[src/rtl/spinner_array.sv]
// Multi-channel dial-angle generator: strobe-stepped buttons plus MiSTer spinner deltas,
// accumulated with FRAC fractional bits per channel, in wrap or clamp mode.
module spinner_array #(
  parameter int NCH        = 2,
  parameter int W          = 4,
  parameter int STEP       = 1,
  parameter int FAST_SHIFT = 1,
  parameter int FRAC       = 2,
  parameter int WRAP       = 1,
  parameter int INIT       = 0
) (
  input  logic               clk_sys,
  input  logic               reset_n,
  input  logic [NCH-1:0]     clear,
  input  logic               strobe,
  input  logic [NCH-1:0]     minus,
  input  logic [NCH-1:0]     plus,
  input  logic [NCH-1:0]     fast,
  input  logic [9*NCH-1:0]   spin_in,
  output logic [W*NCH-1:0]   angle,
  output logic [NCH-1:0]     changed
);

  localparam int AW = W + FRAC;
  // Sum width leaves room for a full 8-bit delta and the largest button step on top of acc.
  localparam int NW = AW + FAST_SHIFT + $clog2(STEP + 1) + 10;

  localparam logic signed [NW-1:0] STEP_SLOW = NW'(STEP << FRAC);
  localparam logic signed [NW-1:0] STEP_FAST = NW'(STEP << (FAST_SHIFT + FRAC));
  localparam logic signed [NW-1:0] ACC_MAX   = NW'((1 << AW) - 1);
  localparam logic [AW-1:0]        ACC_INIT  = AW'(INIT << FRAC);

  logic                      strobe_q, strobe_d;
  logic                      primed_q, primed_d;
  logic [NCH-1:0]            shadow_q, shadow_d;
  logic [NCH-1:0][AW-1:0]    acc_q, acc_d;
  logic [NCH-1:0][W-1:0]     angle_q, angle_d;
  logic [NCH-1:0]            changed_q, changed_d;

  logic                      se;
  logic signed [NW-1:0]      bd  [NCH];
  logic signed [NW-1:0]      sd  [NCH];
  logic signed [NW-1:0]      nxt [NCH];

  always_comb begin
    se        = strobe & ~strobe_q;
    strobe_d  = strobe;
    primed_d  = 1'b1;
    shadow_d  = '0;
    acc_d     = acc_q;
    angle_d   = angle_q;
    changed_d = '0;
    for (int i = 0; i < NCH; i++) begin
      bd[i] = '0;
      sd[i] = '0;
      if (se && plus[i] && !minus[i]) begin
        bd[i] = fast[i] ? STEP_FAST : STEP_SLOW;
      end else if (se && minus[i] && !plus[i]) begin
        bd[i] = fast[i] ? -STEP_FAST : -STEP_SLOW;
      end
      // Shadow tracks the toggle even when cleared, so a pending sample is dropped.
      shadow_d[i] = spin_in[9*i+8];
      if (primed_q && (spin_in[9*i+8] != shadow_q[i])) begin
        sd[i] = NW'($signed(spin_in[9*i +: 8]));
      end
      nxt[i] = $signed({{(NW-AW){1'b0}}, acc_q[i]}) + bd[i] + sd[i];
      if (clear[i]) begin
        acc_d[i] = ACC_INIT;
      end else if (WRAP != 0) begin
        acc_d[i] = nxt[i][AW-1:0];
      end else if (nxt[i] < 0) begin
        acc_d[i] = '0;
      end else if (nxt[i] > ACC_MAX) begin
        acc_d[i] = '1;
      end else begin
        acc_d[i] = nxt[i][AW-1:0];
      end
      angle_d[i]   = acc_q[i][AW-1:FRAC];
      changed_d[i] = (angle_d[i] != angle_q[i]);
    end
  end

  always_ff @(posedge clk_sys or negedge reset_n) begin
    if (!reset_n) begin
      strobe_q  <= 1'b0;
      primed_q  <= 1'b0;
      shadow_q  <= '0;
      acc_q     <= {NCH{ACC_INIT}};
      angle_q   <= {NCH{W'(INIT)}};
      changed_q <= '0;
    end else begin
      strobe_q  <= strobe_d;
      primed_q  <= primed_d;
      shadow_q  <= shadow_d;
      acc_q     <= acc_d;
      angle_q   <= angle_d;
      changed_q <= changed_d;
    end
  end

  assign angle   = angle_q;
  assign changed = changed_q;

endmodule

[config.mk]
export PLATFORM = sky130hd
export DESIGN_NAME = spinner_array
export DESIGN_NICKNAME = d
export VERILOG_FILES = /design/src/rtl/spinner_array.sv
export SDC_FILE = /design/constraint.sdc
export NUM_CORES = 1
export LEC_CHECK = 0
export BUFFER_PORTS_ARGS = -buffer_cell sky130_fd_sc_hd__buf_2
export CORE_MARGIN = 10
export CORE_UTILIZATION = 40
export DETAILED_ROUTE_END_ITERATION = 12
export PLACE_DENSITY = 0.67
export SYNTH_ARGS = -nofsm -noshare
export SYNTH_HDL_FRONTEND = slang
export SYNTH_SLANG_ARGS = --single-unit
[constraint.sdc]
create_clock -name clk_sys -period 2.7 [get_ports clk_sys]
set_input_delay 0.135 -clock clk_sys [delete_from_list [all_inputs] [get_ports clk_sys]]
set_output_delay 0.135 -clock clk_sys [all_outputs]
set_load 0.02 [all_outputs]
[Yosys cells after proc, flatten, opt, wreduce, memory -nomap -nowiden]
Index checks and enable logic that the tools add are counted.
Word-level totals
  register bits: 26
  logic and storage cells: 44
Cells by class
  add/subtract/negate cells: 4
  equality and inequality tests: 4
  mux-type cells: 12
  bitwise operators: 2
  reductions and logical operators: 14
Operator list (count)
  two-way mux 6 bit: 8
  adder 6 bit: 4
  logical AND 1 bit: 10
  two-way mux 4 bit: 2
  inequality test 4 bit: 2
  two-way mux 3 bit: 2
  logical NOT 1 bit: 4
  inequality test 1 bit: 2
  AND 1 bit: 1
  NOT 1 bit: 1

[Longest topological paths before layout]
Gate-level depths: netlist of run 1.
  depth in word-level cells: 9
  gate-level depth with buffers: 11

[Least setup slack after synthesis of run 1]
No wires, ideal clock.
  kind: register to register
  start point: reg shadow_q[1]
  end point: reg acc_q[11] (netlist bit)
  setup time: 0.072 ns
  arrival time: 2.344 ns
  required time: 2.628 ns
  setup slack: 0.284 ns
  stages on the path, launching flop included: 9
  period minus slack after synthesis: 2.416 ns
  cells stage by stage: dfrtp_1 xor2_1 and3_1 fa_1 fa_1 a21o_1 a21oi_1 xnor3_1 nor2_1
RTL lines
  start, declared: line 35  | logic [NCH-1:0] shadow_q, shadow_d;
  start signal, assigned: line 94  | shadow_q <= shadow_d;
  end signal, assigned: line 88  | acc_q <= {NCH{ACC_INIT}};
  end, declared: line 36  | logic [NCH-1:0][AW-1:0] acc_q, acc_d;

==> flow_metrics.py, run 1 <==
metrics = {
    "setup_path": {
        "crit_path_top_delay_cell": "dfrtp_1",
        "crit_path_end_kind": "register",
        "crit_family": "adder cells",
        "path_buf_inv": 1,
        "r2r_start": "shadow_q[0]",
        "required_ns": 2.90,
        "setup.worst_path.class": "reg2reg",
        "critPathLaunchType": "register",
        "cp_data_arrival_time_ns": 2.79,
        "crit_fanout": 3,
        "max_stage_delay_ns": 0.43,
        "cp-startpoint": "shadow_q[0]",
        "critPathMostFrequentCell": "ha_1",
        "crit_chain": "xor2_4 -> buf_4 -> and3_1 -> ha_1 -> ha_1 -> fa_1 -> a21o_1 -> a21oi_1 -> xnor3_1 -> nor2_1",
    },
    "final_layout": {
        "layout_common_cells": "34 x buf_2, 26 x dfrtp_1, 14 x xnor2_1, 12 x ha_1, 8 x and3_1",
        "multi_input_area_um2": 870,
        "ff_latch_area_um2": 651,
        "drive_above_1_share": 0.309,
        "n_antenna_cell": 0,
        "nets": 215,
        "nFillCells": 330,
        "finalNonFillerCells": 213,
        "final_common_cell": "buf_2",
        "synthToLayoutAreaGrowth_pct": 24.2,
    },
    "die": {
        "die-area_um2": 6630,
        "die_x_um": 81.4,
        "die_h_um": 81.4,
        "initial_core_util": 0.412,
        "rows": 22,
        "io_pins": 39,
        "core-area_um2": 3660,
    },
    "worst_hold_path": {
        "hold_start": "strobe",
        "hold_class": "in2reg",
    },
    "clock_network": {
        "clk_latency_ns": 0.27,
        "cts.reportedPaths.clkPinSlew_ns": 0.09,
        "cts_buffer_depth": 2,
        "cts-root-buf": "clkbuf_8",
        "clkSinkCount": 26,
        "htreeDepth": 1,
        "cts_buffers": 3,
        "tritoncts": "yes",
    },
    "global_routing": {
        "grt_antenna_before_repair": 0,
        "grt_pass1_vias": 1180,
        "grt_pass1_wl_um": 5260,
        "globalRouteTotalUtil": 0.102,
        "grt_max_degree": 27,
        "grt-ovfl-total": 0,
    },
    "routing": {
        "drt_iter0_drc": 25,
        "dr_total_vias": 1004,
        "highest_layer": "met4",
        "wire_per_inst_um": 14.6,
        "routed-wl-met3_um": 165,
        "detail-route-antenna-nets": 0,
        "met1Wirelength_um": 1160,
        "via_per_inst": 4.71,
        "routed_wl_um": 3120,
        "drc": 0,
        "wl_met2_um": 1700,
        "dr.pass1.iters": 4,
    },
    "placement": {
        "dpl.hpwl_um": 2540,
        "post-place-cells": 205,
        "dpl_worst_slack_ns": 0.00149,
        "io_buffers": 34,
        "gp_congestion": 0.817,
    },
    "power_and_ir_drop": {
        "finalPower_mw": 1.08,
        "irDropWorstVdd_mv": 0.199,
        "power_density_nw_per_um2": 577,
        "leakagePower_nw": 1.00,
    },
    "synth": {
        "syn_inst": 123,
        "synthDistinctLibCells": 23,
        "postSynthAreaPerCell_um2": 12.3,
        "synth_xor_area_frac": 0.156,
        "ys_ff_latch": 26,
        "synth-compound-area-share": 0.0365,
        "ys_warn_count": 0,
        "synth-simple-area-share": 0.142,
        "synth.area.mux_share": 0.00663,
        "synth_top_family_by_area": "adder cells",
        "syn_nets": 172,
        "yosys.area_share.adder": 0.206,
        "seq_area_frac_synth": 0.431,
        "synth_area_um2": 1510,
    },
    "timing": {
        "slew_violations": 0,
        "period_minus_slack_ns": 2.59,
        "worst_slew_pin_slew_ns": 0.574,
        "fin_hold_ws_ns": 0.0375,
        "fin_skew_ns": 0.00491,
        "fin_ws_ns": 0.106,
        "max_slew_margin": 0.617,
        "timing.fmax_ghz": 0.386,
        "hold_viol": 0,
        "timing.final.crit_share": 0.961,
        "setup_viol": 0,
    },
    "job": {
        "maxCapViolCount": 0,
    },
    "outcome": {
        "status": "finished clean",
    },
}
-- through the flow --
step	area, um2	utilization	setup TNS, ns
after floorplan	1510	-	0
after global routing	1870	0.512	-0.000295
after global placement	1740	0.476	0
after CTS	1830	0.499	0
final	1870	0.512	0
after detailed placement	1740	0.476	0
-- synthesized netlist by cell type --
master    count  area, um2
and4bb_4      2       32.5
xnor2_1      14        123
ha_1         12        150
nor3_1        2       10.0
nor2b_1       7       43.8
nand2b_1      1       6.26
nand2_1       3       11.3
mux2i_1       1       10.0
conb_1        1       3.75
a21oi_1       4       20.0
inv_1         7       26.3
fa_1          8        160
nor2_1        6       22.5
xnor2_2       2       32.5
dfrtp_1      26        651
a21o_1        4       30.0
and3_1        8       50.1
xnor3_1       2       45.0
nand3_1       5       25.0
nand4_1       2       12.5
xor2_1        4       35.0
clkbuf_1      1       3.75
o21ai_0       1       5.00
-- power breakdown --
group / switching (mW) / leakage, nW / total (mW) / internal (mW)
clock: 0.120 / 0.0288 / 0.250 / 0.130
sequential: 0.0464 / 0.336 / 0.495 / 0.449
combinational: 0.170 / 0.636 / 0.335 / 0.166
total: 0.336 / 1.00 / 1.08 / 0.745
-- sequential cells by signal, summed over array words and instances (netlist names) --
| name | cells |
|---|---|
| angle | 8 |
| acc_q | 12 |
| primed_q | 1 |
| strobe_q | 1 |
| shadow_q | 2 |
| changed | 2 |
-- layer usage --
metal  GRT usage  vias to the layer above
met2       0.178                       21
met5           0                        -
li1            -                      493
met3      0.0207                        7
met1       0.111                      483
met4      0.0675                        0
-- cells by family (layout without fill, tap and decap cells) --
| group | after synthesis | after routing |
|---|---|---|
| xor gates and xnor gates | 22 | 22 |
| other | 1 | 1 |
| DFF | 26 | 26 |
| adders and majority gates | 20 | 20 |
| buffers and inverters | 8 | 50 |
| AOI/OAI and AO/OA | 9 | 9 |
| muxes | 1 | 1 |
| and+or+nand+nor | 36 | 36 |
-- path summary, 6_finish.rpt --
| kind | to | slack, ns | cells past startpoint |
|---|---|---|---|
| min in group asynchronous | acc_q[11] | 0.39 | 2 |
| setup reg to reg | acc_q[5] | 0.11 | 10 |
| max in group asynchronous | strobe_q | 1.93 | 2 |
| hold reg to reg | angle[5] | 0.42 | 0 |
| hold / removal | strobe_q | 0.04 | 1 |
| setup / recovery | acc_q[5] | 0.11 | 10 |
-- cell type report --
type	instances	share of cell area
Sequential cell	26	0.347
Clock buffer	4	0.0294
Inverter	7	0.0140
Timing Repair Buffer	39	0.113
Multi-Input combinational cell	89	0.464
Tap cell	48	0.0320
-- repair_timing --
item,CTS,global route
endpoints found under the hold margin,27,0
endpoints found under the setup margin,1,2
pin swaps,0,4
setup buffers,0,2
hold buffers,2,0
gates resized for setup,1,6
Power figures use the tool's default switching activity.
==> inputs of run 2 (changes only) <==
--- a/config.mk
+++ b/config.mk
@@ -7,9 +7,9 @@
 export LEC_CHECK = 0
 export BUFFER_PORTS_ARGS = -buffer_cell sky130_fd_sc_hd__buf_2
 export CORE_MARGIN = 10
-export CORE_UTILIZATION = 40
+export CORE_UTILIZATION = 52
 export DETAILED_ROUTE_END_ITERATION = 12
-export PLACE_DENSITY = 0.67
+export PLACE_DENSITY = 0.83
 export SYNTH_ARGS = -nofsm -noshare
 export SYNTH_HDL_FRONTEND = slang
 export SYNTH_SLANG_ARGS = --single-unit
==> run 2 against run 1 <==
First-iteration DRC count increased by 32%; non-clock buffer count grew 1; register-to-register slack gained 0.02 ns; worst setup slack better by 0.0093 ns; sequential power about the same; combinational power is 3% higher; sequential share of layout area rose by 0.21 points; clock skew decreased by 0.0017 ns; power is 3.3% lower; via count grew 5.2%; final cell count decreased by 7.5%; critical path type is now in2reg; critical endpoint is now acc_q[11]; highest routed layer unchanged.
==> flow_metrics.py, run 2 (same netlist as run 1, synthesis figures left out) <==
metrics = {
    "outcome": {
        "status": "finished clean",
    },
    "timing": {
        "timing.fmax_ghz": 0.387,
        "fin_skew_ns": 0.00322,
        "slew_violations": 0,
        "final.setup.tns_ns": 0,
        "max_slew_margin": 0.619,
        "period_minus_slack_ns": 2.58,
        "timing.final.crit_share": 0.957,
        "worst_slew_pin_slew_ns": 0.571,
        "setup_viol": 0,
        "hold_viol": 0,
        "fin_hold_ws_ns": 0.0286,
    },
    "final_layout": {
        "drive_above_1_share": 0.307,
        "finalNonFillerCells": 197,
        "layout_common_cells": "34 x buf_2, 26 x dfrtp_1, 14 x xnor2_1, 12 x ha_1",
        "nFillCells": 206,
        "final_common_cell": "buf_2",
        "nets": 216,
        "synthToLayoutAreaGrowth_pct": 23.5,
        "multi_input_area_um2": 886,
        "largest-register": "acc_q",
        "largest_reg_flops": 12,
        "n_antenna_cell": 0,
        "ff_latch_area_um2": 651,
    },
    "global_routing": {
        "use_met2": 0.203,
        "grt_max_degree": 27,
        "globalRouteTotalUtil": 0.124,
        "grt_pass1_vias": 1146,
        "grtUsageMet3": 0.0390,
        "grt_pass1_wl_um": 5310,
        "grt_util_met1": 0.150,
        "grt_antenna_before_repair": 0,
        "grt-ovfl-total": 0,
        "top_usage_layer": "met2",
    },
    "clock_network": {
        "clkSinkCount": 26,
        "cts.reportedPaths.clkPinSlew_ns": 0.14,
        "htreeDepth": 1,
        "cts-root-buf": "clkbuf_4",
        "cts_buffer_depth": 2,
        "cts_setup_buffers": 0,
        "tritoncts": "yes",
        "cts_buffers": 3,
        "clk_latency_ns": 0.33,
    },
    "power_and_ir_drop": {
        "clock_power_share": 0.194,
        "p_sw_frac": 0.328,
        "power_frac_comb": 0.331,
        "leakagePower_nw": 0.997,
        "p_sw_uw": 343,
        "power_density_nw_per_um2": 561,
        "irDropWorstVdd_mv": 0.475,
        "internal-power_uw": 702,
        "power_frac_seq": 0.475,
        "finalPower_mw": 1.04,
    },
    "die": {
        "io_pins": 39,
        "rows": 19,
        "initial_core_util": 0.547,
        "die_x_um": 73.9,
        "die-area_um2": 5460,
        "die_h_um": 73.9,
        "core-area_um2": 2760,
    },
    "routing": {
        "dr_total_vias": 1056,
        "detail-route-antenna-nets": 0,
        "drt_iter0_drc": 33,
        "routed_wl_um": 3220,
        "dr.pass1.iters": 4,
        "via_per_inst": 5.36,
        "drc": 0,
        "wire_per_inst_um": 16.3,
    },
    "setup_path": {
        "crit_path_end_kind": "register",
        "path_buf_inv": 2,
        "worstSetupPathDepth": 10,
        "max_stage_delay_ns": 0.53,
        "r2r_start": "shadow_q[0]",
        "crit_family": "adder cells",
        "critPathLaunchType": "input pin",
        "cp_data_arrival_time_ns": 2.86,
        "r2r_slack_ns": 0.13,
        "crit_path_top_delay_cell": "dlygate4sd3_1",
        "required_ns": 2.97,
        "crit_chain": "dlygate4sd3_1 -> buf_2 -> xor2_4 -> and3_1 -> fa_1 -> fa_2 -> a21o_1 -> a21oi_1 -> xnor3_1 -> nor2_1",
        "r2r_cells": 8,
        "setup.worst_path.class": "in2reg",
        "crit_fanout": 4,
        "r2r-end": "acc_q[5]",
    },
    "job": {
        "maxCapViolCount": 0,
    },
    "worst_hold_path": {
        "min_to": "acc_q[8]",
        "hold_start": "clear[1]",
        "min_path_cells": 2,
        "hold_class": "in2reg",
    },
    "placement": {
        "gp_congestion": 0.856,
        "io_buffers": 34,
        "post-place-cells": 189,
        "dpl.hpwl_um": 2540,
    },
}
[run 2: per-layer routing]
metal | up-vias | part of all wire
met5 | - | 0
met4 | 0 | 0.019
met3 | 10 | 0.079
met2 | 36 | 0.50
met1 | 515 | 0.40
li1 | 495 | -
[run 2: power groups by stage]
stage	clock, mW	combinational (mW)	sequential, mW
4_1_cts	0.204	0.342	0.496
2_1_floorplan	0	0.186	0.537
3_5_place_dp	0	0.336	0.504
3_3_place_gp	0	0.315	0.499
6_report	0.203	0.346	0.496
5_1_grt	0.224	0.380	0.506
[run 2: per-stage QoR]
stage,setup WS (ns),utilization,instance area [um2]
final,0.115,0.676,1860
after global routing,-0.0203,0.676,1860
after CTS,0.0287,0.655,1810
after detailed placement,0.0780,0.627,1730
after global placement,0.162,0.627,1730
after floorplan,0.284,-,1510
[run 2: area by class of cell]
type | count | share of cell area
Clock buffer | 4 | 0.0195
Inverter | 7 | 0.0141
Multi-Input combinational cell | 89 | 0.475
Sequential cell | 26 | 0.349
Tap cell | 31 | 0.0208
Timing Repair Buffer | 40 | 0.121
[run 2: worst max-delay path by stage]
stage | from | endpoint
2_1_floorplan | shadow_q[1] | acc_q[11]
3_3_place_gp | strobe_q | acc_q[5]
3_5_place_dp | strobe_q | acc_q[5]
4_1_cts | spin_in[17] | acc_q[11]
5_1_grt | shadow_q[0] | acc_q[5]
6_report | spin_in[17] | acc_q[11]
[run 2: what timing repair did]
item,in CTS,in global routing
resized for setup,0,9
hold buffers,4,0
endpoints found under the setup margin,0,2
hold endpoints to repair,29,0
==> inputs of run 3 (changes only) <==
--- a/config.mk
+++ b/config.mk
@@ -5,9 +5,10 @@
 export SDC_FILE = /design/constraint.sdc
 export NUM_CORES = 1
 export LEC_CHECK = 0
+export ABC_AREA = 1
 export BUFFER_PORTS_ARGS = -buffer_cell sky130_fd_sc_hd__buf_2
 export CORE_MARGIN = 10
-export CORE_UTILIZATION = 52
+export CORE_UTILIZATION = 53
 export DETAILED_ROUTE_END_ITERATION = 12
 export PLACE_DENSITY = 0.83
 export SYNTH_ARGS = -nofsm -noshare
==> run 3 against run 2 <==
Synthesized area grew 7.5%; critical endpoint unchanged; first-iteration DRC count up 100%; worst setup slack improved by 0.048 ns; hold slack better by 0.24 ns; register-to-register slack improved by 0.03 ns; non-clock buffer count stayed put; critical path depth up 2; via count rose by 25%; utilization fell by 2.5 points; final cell count grew 36%; sequential share of layout area shrank 1.3 points; die area up 4.0%.
==> flow_metrics.py, run 3 <==
metrics = {
    "outcome": {
        "status": "finished clean",
    },
    "synth": {
        "syn_nets": 240,
        "synth.area.top_cells": "dfrtp_1 40%, fa_1 9.9%, ha_1 9.3%",
        "yosys-top-cells-count": "39 x inv_1, 36 x nand2_1, 26 x dfrtp_1",
        "synth.area.mux_share": 0,
        "synth_area_um2": 1620,
        "yosys.area_share.adder": 0.191,
        "async_flop_share": 1.00,
        "synthDistinctLibCells": 18,
        "synth_top_family_by_area": "simple AND/OR/NAND/NOR gates",
        "synthFlopType": "dfrtp_1",
        "ys_warn_count": 0,
        "seq_area_frac_synth": 0.401,
        "synth.most_common_cell": "inv_1",
        "synth.largest_area_cell": "dfrtp_1",
        "syn_inst": 191,
        "ys_ff_latch": 26,
        "yosysTopAreaCellShare": 0.401,
        "postSynthAreaPerCell_um2": 8.49,
        "synth_xor_area_frac": 0.0432,
        "synth_edf_count": 0,
        "synth-compound-area-share": 0.0370,
        "synth-simple-area-share": 0.232,
    },
    "die": {
        "core-area_um2": 2980,
        "die_h_um": 75.3,
        "die_x_um": 75.3,
        "die-area_um2": 5670,
        "initial_core_util": 0.545,
        "io_pins": 39,
        "rows": 20,
    },
    "setup_path": {
        "critPathLaunchType": "register",
        "r2r_start": "strobe_q",
        "max_stage_delay_ns": 0.50,
        "crit_fanout": 4,
        "setup.worst_path.class": "reg2reg",
        "cp_data_arrival_time_ns": 2.76,
        "r2r-end": "acc_q[11]",
        "critPathMostFrequentCell": "nor2_1",
        "r2r_cells": 12,
        "required_ns": 2.93,
        "r2r_slack_ns": 0.16,
        "crit_path_end_kind": "register",
        "crit_path_top_delay_cell": "fa_1",
        "crit_chain": "inv_2 -> nand2_2 -> nor2_4 -> nor2_1 -> nor2_1 -> fa_1 -> fa_1 -> nand2_1 -> nand2_1 -> a21o_1 -> a21oi_1 -> nor2_1",
    },
    "power_and_ir_drop": {
        "irDropWorstVdd_mv": 0.251,
        "leakagePower_nw": 1.14,
        "finalPower_uw": 971,
        "power_density_nw_per_um2": 501,
    },
    "clock_network": {
        "clk_latency_ns": 0.32,
        "tritoncts": "yes",
        "cts-root-buf": "clkbuf_4",
        "cts_buffer_depth": 2,
        "cts_buffers": 3,
        "cts_setup_buffers": 0,
        "clkSinkCount": 26,
        "htreeDepth": 1,
        "cts.reportedPaths.clkPinSlew_ns": 0.14,
    },
    "placement": {
        "gp_congestion": 0.815,
        "dpl_worst_slack_ns": 0.194,
        "io_buffers": 34,
        "dpl.hpwl_um": 2670,
    },
    "routing": {
        "detail-route-antenna-nets": 0,
        "via_per_inst": 4.96,
        "dr.pass1.iters": 4,
        "drc": 0,
        "dr_total_vias": 1325,
        "routed_wl_um": 3190,
        "wire_per_inst_um": 11.9,
        "drt_iter0_drc": 66,
    },
    "final_layout": {
        "post-route-util": 0.650,
        "nets": 285,
        "layout_common_cells": "39 x inv_1, 36 x nand2_1, 34 x buf_2, 26 x dfrtp_1, 24 x nor2_1",
        "synthToLayoutAreaGrowth_pct": 19.4,
        "drive_above_1_share": 0.209,
        "nFillCells": 260,
        "largest-register": "acc_q",
        "largest_reg_flops": 12,
        "ff_latch_area_um2": 651,
        "multi_input_area_um2": 842,
        "final_common_cell": "inv_1",
        "n_antenna_cell": 0,
    },
    "global_routing": {
        "use_met2": 0.213,
        "grt_pass1_vias": 1332,
        "grt-ovfl-total": 0,
        "grtUsageMet3": 0.0299,
        "grt_max_degree": 27,
        "grt_pass1_wl_um": 5510,
        "grt_util_met1": 0.140,
        "grt_antenna_before_repair": 0,
        "globalRouteTotalUtil": 0.123,
        "top_usage_layer": "met2",
    },
    "worst_hold_path": {
        "hold_class": "in2reg",
        "hold_start": "spin_in[9]",
        "min_path_cells": 6,
        "min_to": "acc_q[6]",
    },
    "timing": {
        "timing.fmax_ghz": 0.394,
        "max_slew_margin": 0.613,
        "worst_slew_pin_slew_ns": 0.581,
        "rsz0062_at_grt": "false",
        "period_minus_slack_ns": 2.54,
        "slew_violations": 0,
        "hold_viol": 0,
        "fin_skew_ns": 0.00504,
        "fin_hold_ws_ns": 0.270,
        "timing.final.crit_share": 0.939,
        "fin_ws_ns": 0.164,
        "final.setup.tns_ns": 0,
        "setup_viol": 0,
    },
    "job": {
        "maxCapViolCount": 0,
    },
}
run 3: changes by cell type in the layout (fill, tap and decap cells not counted), sizes merged, moves of 4 or more:
| cell | before | now |
|---|---|---|
| inv | 7 | 40 |
| nor2 | 6 | 27 |
| xor2 | 4 | 0 |
| nor2b | 7 | 0 |
| and3 | 8 | 0 |
| nand4 | 2 | 6 |
| nand2 | 3 | 40 |
| nand3 | 5 | 11 |
| xnor2 | 16 | 8 |
run 3: through the flow:
step                      cell area (um2)  instances
final                                1940        267
after detailed placement             1830        258
after global placement               1830        258
after global routing                 1940        267
after floorplan                      1620        191
after CTS                            1920        267
run 3: cell families (layout without fill, tap and decap cells):
| kind of cell | after synthesis | after routing |
|---|---|---|
| flops | 26 | 26 |
| other cells | 1 | 1 |
| compound gates | 11 | 11 |
| xor+xnor | 8 | 8 |
| buf+inv | 40 | 83 |
| simple gates | 85 | 85 |
| fa+ha+maj | 20 | 20 |
run 3: timing repair:
action,4_1_cts,5_1_grt
hold endpoints to repair,34,0
setup endpoints to repair,0,1
hold buffers,6,0
resized for setup,0,5
run 3: how the worst max path moves through the flow:
stage               startpoint        end  slack, ns  cells past startpoint
finish                strobe_q  acc_q[11]       0.16                     12
global route          strobe_q  acc_q[11]       0.03                     12
detailed placement    strobe_q  acc_q[11]       0.19                     12
global placement      strobe_q  acc_q[11]       0.21                     12
floorplan             strobe_q  acc_q[11]       0.36                     12
CTS                   strobe_q  acc_q[11]       0.16                     12
run 3: area by class of cell:
class                      count  area share
multi-input combinational    125       0.435
sequential                    26       0.336
timing repair buffer          40       0.119
inverter                      40      0.0775
tap                           33      0.0213
clock buffer                   3      0.0116
run 3: metal layers:
layer	wire, um	vias to the layer above
met3	185	7
met1	1340	625
met4	78	0
met2	1580	23
met5	0	-
li1	-	670
run 3: worst max-delay path: cells and delay by family, from the launching register on:
kind / cells / cell delay, ns
and+or+nand+nor: 7 / 0.68
adders and majority gates: 2 / 0.96
buffers and inverters: 1 / 0.06
DFF: 1 / 0.44
AOI/OAI and AO/OA: 2 / 0.28
run 3: where the power goes:
group	internal (mW)	switching [mW]	leakage (nW)
clock network	0.0523	0.111	0.0138
registers	0.446	0.0430	0.335
logic	0.134	0.184	0.789
total	0.633	0.338	1.14
